**config.mk**
```make
export PLATFORM = sky130hd
export DESIGN_NAME = dmem_arbiter
export DESIGN_NICKNAME = d
export VERILOG_FILES = /design/src/rtl/dmem_arbiter.sv
export SDC_FILE = /design/constraint.sdc
export NUM_CORES = 1
export LEC_CHECK = 0
export CORE_MARGIN = 5
export CORE_UTILIZATION = 34
export CTS_CLUSTER_DIAMETER = 150
export DETAILED_ROUTE_END_ITERATION = 10
export HOLD_SLACK_MARGIN = 0.05
export PLACE_DENSITY = 0.81
export SETUP_SLACK_MARGIN = 0.1
export SLEW_MARGIN = 15
export SYNTH_ARGS = -nofsm -noshare
export SYNTH_HDL_FRONTEND = slang
export SYNTH_SLANG_ARGS = --single-unit
```
**constraint.sdc**
```tcl
create_clock -name clk_i -period 2.05 [get_ports clk_i]
set_clock_uncertainty 0.1 [all_clocks]
set_input_delay 0.41 -clock clk_i [delete_from_list [all_inputs] [get_ports clk_i]]
set_output_delay 0.41 -clock clk_i [all_outputs]
set_load 0.02 [all_outputs]
```
**src/rtl/dmem_arbiter.sv**
```systemverilog
`default_nettype none
// ============================================================================
// dmem_arbiter : round-robin arbiter of core and loader onto data-memory port A
// Revision     : 1.0
// ============================================================================
module dmem_arbiter #(
    parameter int AW     = 32,
    parameter int DW     = 32,
    parameter int DEPTH  = 16384,
    parameter int RD_LAT = 1
) (
    input  logic                     clk_i,
    input  logic                     rstn_i,
    input  logic [1:0]               req_i,
    input  logic [1:0][DW/8-1:0]     we_i,
    input  logic [1:0][AW-1:0]       addr_i,
    input  logic [1:0][DW-1:0]       wdata_i,
    output logic [1:0]               gnt_o,
    output logic [1:0]               rvalid_o,
    output logic [DW-1:0]            rdata_o,
    output logic                     err_o,
    output logic [DW/8-1:0]          mem_we_o,
    output logic [AW-1:0]            mem_addr_o,
    output logic [DW-1:0]            mem_din_o,
    input  logic [DW-1:0]            mem_dout_i
);

    // One past the last valid byte address; one bit wider than AW so it never wraps.
    localparam logic [AW:0] C_LIMIT = (AW+1)'(longint'(DEPTH) * longint'(DW / 8));

    typedef struct packed {
        logic valid;
        logic id;
        logic is_read;
        logic err;
    } rsp_t;

    logic                   prio_q, prio_d;
    logic [AW-1:0]          addr_hold_q, addr_hold_d;
    logic [DW-1:0]          din_hold_q, din_hold_d;
    rsp_t [RD_LAT-1:0]      pipe_q;
    rsp_t                   rsp_d;
    rsp_t                   rsp_tail;
    logic                   sel;
    logic                   any_gnt;
    logic                   oor;
    logic                   out_valid;

    always_comb begin
        gnt_o       = 2'b00;
        sel         = 1'b0;
        if (rstn_i) begin
            case (req_i)
                2'b01:   begin gnt_o = 2'b01; sel = 1'b0;   end
                2'b10:   begin gnt_o = 2'b10; sel = 1'b1;   end
                2'b11:   begin gnt_o = prio_q ? 2'b10 : 2'b01; sel = prio_q; end
                default: begin gnt_o = 2'b00; sel = 1'b0;   end
            endcase
        end
        any_gnt     = |gnt_o;
        oor         = ({1'b0, addr_i[sel]} >= C_LIMIT);

        // Outside a grant the BRAM address/data stay parked on the last access.
        addr_hold_d = any_gnt ? addr_i[sel]  : addr_hold_q;
        din_hold_d  = any_gnt ? wdata_i[sel] : din_hold_q;
        mem_addr_o  = addr_hold_d;
        mem_din_o   = din_hold_d;
        mem_we_o    = (any_gnt && !oor) ? we_i[sel] : '0;
        prio_d      = any_gnt ? ~sel : prio_q;

        rsp_d.valid   = any_gnt;
        rsp_d.id      = sel;
        rsp_d.is_read = (we_i[sel] == '0);
        rsp_d.err     = oor;
    end

    always_ff @(posedge clk_i) begin
        if (!rstn_i) begin
            prio_q      <= 1'b0;
            addr_hold_q <= '0;
            din_hold_q  <= '0;
            pipe_q      <= '0;
        end else begin
            prio_q      <= prio_d;
            addr_hold_q <= addr_hold_d;
            din_hold_q  <= din_hold_d;
            pipe_q[0]   <= rsp_d;
            for (int i = 1; i < RD_LAT; i++) begin
                pipe_q[i] <= pipe_q[i-1];
            end
        end
    end

    // Responses are suppressed while reset is held so nothing in flight leaks out.
    always_comb begin
        rsp_tail  = pipe_q[RD_LAT-1];
        out_valid = rsp_tail.valid & rstn_i;
        rvalid_o  = 2'b00;
        if (out_valid) begin
            rvalid_o = rsp_tail.id ? 2'b10 : 2'b01;
        end
        err_o     = out_valid & rsp_tail.err;
        rdata_o   = (out_valid && rsp_tail.is_read && !rsp_tail.err) ? mem_dout_i : '0;
    end

endmodule
`default_nettype wire

```
Word-level counts from Yosys, hierarchy flattened
Index checks and enable logic that the tools add are counted.

Memories kept: 0. Logic and storage cells: 39. RAM bits: 0. Latch bits: 0. Output and inout port bits: 105. Input port bits: 172. Bits in registers: 69. Bits in read-only memories: 0.

Equal/unequal tests: 3. $lt $le $gt $ge: 2. $mul: 0. Multiplexer cells: 17. Add/sub/neg operators: 0. Divide/modulo/power cells: 0. Reductions and logical operators: 7. Shift-type cells: 0. Bitwise operators: 3.

Operators by type and width (number): $mux 32 (7); $ge 32x17->1 const B (1); $mux 4 (3); $mux 2 (4); $pmux 2 s3 (1); $eq 2x2->1 const B (2); $logic_not 4->1 (1); $logic_and 1x1->1 (3); $and 1x1->1 (2); $eq 2x1->1 const B (1); $logic_not 1->1 (2); $lt 1x2->1 const B (1); $pmux 1 s2 (1); $reduce_or 2->1 (1); $mux 1 (1); $not 1->1 (1).

Depth between registers and ports, before layout
Gate-level depths: netlist of the first run.

Word-level depth: 9. Gate-level depth with buffers: 8. Mapped depth without buffers: 5.

Least setup slack after synthesis of the first run
OpenSTA, ideal clock, no wires.

Path type: input to output. From: in req_i[0]. To: out mem_addr_o[20]. Path buffers: 4. Arrival: 1.759 ns. Slack: -0.219 ns. Cell stages on the path: 8. Data required time: 1.540 ns. Path through: nor2b_4 > buf_6 > or2_4 > buf_6 > buf_12 > buf_12 > mux2i_1 > a21oi_1.

Word-level cells in the longest chain between the ends: 6. Elaborated cells on any way between the ends: 11. Classes of those cells: 3 x eq/ne; 7 x mux; 1 x reduce/logical.

RTL lines: from (decl) (line 14) `input logic [1:0] req_i,`; $eq 2x2->1 (line 53) `case (req_i)`; $pmux 1 s2 (line 53); $mux 1 (line 52) `if (rstn_i) begin`; $mux 32 (not written as such) (2 in series) (line 64) `addr_hold_d = any_gnt ? addr_i[sel] : addr_hold_q;`; $mux 32 (*) (line 64); to (decl) (line 23) `output logic [AW-1:0] mem_addr_o,`.

Every way passes the cells marked *; elsewhere a longest branch is shown, timed or not. The select of a mux whose other input is x is not followed.

Final worst setup path of the first run
From: in addr_i[61] (netlist bit). To: out mem_we_o[2].

Word-level cells in the longest chain between the ends: 6.

RTL lines: from (decl) (line 16) `input logic [1:0][AW-1:0] addr_i,`; $mux 32 (not written as such) (2 in series) (line 61) `oor = ({1'b0, addr_i[sel]} >= C_LIMIT);`; $ge 32x17->1 (line 61); $logic_not 1->1 (line 68) `mem_we_o = (any_gnt && !oor) ? we_i[sel] : '0;`; $logic_and 1x1->1 (line 68); $mux 4 (line 68); to (decl) (line 22) `output logic [DW/8-1:0] mem_we_o,`.

Every way passes these cells. The select of a mux whose other input is x is not followed.

==> metrics.yaml, run 1 <==
placed_design:
  port_buffers: 276
  hpwl_um: 12750
  pre_cts_slack_ns: -1.108
  dp_cells: 887
  gp_congestion: 0.8858
layout:
  layout.nets: 991
  area_growth_pct: 153.1
  num_antenna_cells: 0
  drive_above_1_share_pct: 51.94
  final_cells: 960
  fillCellCount: 462
pwr:
  pwr-share-comb_pct: 45.3
  sequentialPowerShare_pct: 32.5
  power_leakage_nw: 3.890
  p_total_mw: 4.592
  irDropWorstVdd_mv: 0.2854
  netSwitchingFraction_pct: 34.65
  power_density_mw_per_mm2: 497.5
  p_int_mw: 3.001
  p_switching_mw: 1.591
  power_frac_clock_pct: 22.2
floorplan:
  initial_utilization_pct: 35.02
  dieArea_mm2: 0.01290
  die_h_um: 113.6
  core-area_mm2: 0.01042
  die_w_um: 113.6
  io_pins: 277
  rows: 37
sta:
  slew_violations: 0
  slew_headroom_pct: 64.13
  hold_slack_ns: 0.3981
  worst_pin_slew_ns: 0.5364
  rsz0062_at_grt: "true"
  fmax_mhz: 412.8
  fin_crit_sh_pct: 118.2
  min_period_ns: 2.423
  timing.final.ws_setup_ns: -0.3726
  setup_viol: 95
  final_hold_viol_count: 0
critical_path:
  start_kind: "input pin"
  ff2ff_setup_slack_ns: 0.05
  crit_arrival_ns: 1.91
  cp-end-kind: "output pin"
  critPathMaxFanout: 3
  worstSetupPathType: "input pin to output pin"
  crit_required_ns: 1.54
clocking:
  cts_tree: "done"
  clk_latency_ns: 0.34
  holdBufCountCts: 0
  cts_max_level: 3
  path_clk_slew_ns: 0.07
  cts_buffers: 9
  clock-root-buffer: "clkbuf_8"
  clk_path_buf_depth: 2
  cts_sinks: 69
synthesis:
  synth_cell_type_count: 31
  ys_seq_elements: 69
  synth_edf_count: 0
  syn_inst: 431
  syn_nets: 603
  synthArstFlopShare_pct: 0
  synth_ff_type: "dfxtp_1"
  syn_area_per_cell_um2: 8.462
  yosys_warnings: 0
  seq_area_frac_synth_pct: 37.87
  netlist_area_mm2: 0.003647
detailed_routing:
  via_per_inst: 5.360
  drcViolationCount: 0
  first_iter_violations: 268
  detail_route.wirelength_um: 21670
  wl_per_cell_um: 22.57
  drt-pass1-iter-count: 4
  ant_nets: 0
  vias: 5146
outcome:
  outcome: "finished, violations left"
  violations: "negative setup slack"
global_route:
  track_usage_pct: 27.99
  grt_max_degree: 34
  grt_pass1_wl_um: 28360
  grt_pass1_vias: 5274
  grt_overflow: 0
  antenna_found_initial: 0
job:
  max_cap_viol_count: 0
min_path:
  hp-class: "input pin to flip-flop"
cells by family (layout without fill, tap and decap cells):
family	count (synthesis)	in the layout	share of synthesized area, %
AND/OR/NAND/NOR	119	119	18.80
flip-flops	69	69	37.87
multiplexers	32	32	8.782
buffers and inverters	74	467	9.297
AO/OA/AOI/OAI	137	137	25.25
worst paths after layout:
path,start,to,depth (start not counted)
worst max-delay path,addr_i[61],mem_we_o[2],7
worst min-delay path,addr_i[53],addr_hold_q[21],3
worst max register to register,prio_q,addr_hold_q[20],8
worst min register to register,addr_hold_q[15],addr_hold_q[15],2
per-layer routing:
layer	wire [um]	vias to the layer above	track usage [%]
met1	7350	2487	27.48
met2	11950	258	56.14
li1	-	2329	-
met4	983	0	9.615
met3	1386	72	6.737
met5	0	-	0
flip-flops by register name (all words and copies together) (netlist names):
signal and cells:
addr_hold_q 32, din_hold_q 32, pipe_q 4, prio_q 1
timing repair:
action / 4_1_cts / 5_1_grt
gates cloned: 6 / 2
pin swaps: 44 / 48
setup endpoints to repair: 112 / 104
setup buffers: 31 / 21
gates resized for setup: 743 / 110
synthesized netlist by cell type, types with 2 or more instances:
cell type / instances / area (um2)
buf_1: 2 / 7.510
buf_2: 6 / 30.03
nand2_1: 3 / 11.26
buf_12: 2 / 40.04
mux2i_1: 32 / 320.3
o32ai_1: 32 / 280.3
and2_1: 65 / 406.6
nor4_1: 5 / 31.28
dfxtp_1: 69 / 1381
buf_6: 2 / 22.52
nor2_1: 33 / 123.9
and3_1: 3 / 18.77
o41ai_1: 2 / 17.52
or4_1: 3 / 22.52
a21oi_1: 64 / 320.3
o21a_1: 2 / 15.01
inv_1: 33 / 123.9
a211oi_1: 32 / 240.2
a32o_1: 4 / 40.04
clkbuf_1: 26 / 97.59
power by group through the flow:
stage / clock (mW) / combinational [mW] / sequential [mW]
2_1_floorplan: 0 / 0.663 / 1.50
3_3_place_gp: 0 / 1.55 / 1.50
3_5_place_dp: 0 / 1.58 / 1.51
4_1_cts: 1.01 / 1.81 / 1.48
5_1_grt: 1.09 / 2.17 / 1.50
6_report: 1.02 / 2.08 / 1.49
through the flow:
step | util (%) | area (um2) | TNS (ns)
floorplan | - | 3804 | -1.107
global placement | 69.83 | 7273 | -98.54
detailed placement | 69.83 | 7273 | -107.21
CTS | 82.59 | 8603 | -16.88
global route | 88.61 | 9230 | -26.05
finish | 88.61 | 9230 | -19.72
cell type report:
cell class / count / area [um2] / area share, %
repair buffers: 416 / 4313 / 46.73
multi-input cells: 288 / 3054 / 33.09
clock buffers: 10 / 127.6 / 1.383
clock inverters: 6 / 47.55 / 0.5151
well taps: 136 / 170.2 / 1.844
flip-flops and latches: 69 / 1384 / 14.99
inverters: 35 / 133.9 / 1.450
cells in the final DEF, fill, tap and decap left out, types with 6 or more instances in the layout:
cell             netlist  routed
a21oi_4                0      26
a21oi_2                0      30
buf_2                  6       8
inv_1                 33      33
clkdlybuf4s15_1        0       9
and2_1                65      32
nor2_1                33      30
dfxtp_1               69      67
clkdlybuf4s50_1        0     136
dlygate4sd2_1          0      20
a21oi_1               64       8
o32ai_1               32      15
buf_4                  1      97
buf_8                  0       6
mux2i_4                0      30
buf_6                  2     105
clkbuf_8               0      10
o32ai_2                0      13
buf_12                 2      18
and2_4                 0      33
a211oi_1              32      32
critical path: stages:
cell and delay [ns]:
dlygate4sd2_1 0.28, nor4_1 0.33, nand2_1 0.15, nor4_4 0.30, buf_4 0.19, a32o_2 0.14
buf_6 0.12
Power figures use the tool's default switching activity.
==> run 2, diff against run 1 <==
ABC_CLOCK_PERIOD_IN_PS = 2050   (was unset)
==> results of run 2 <==
Same layout as run 1: the final DEF is identical, and so are final timing and power.
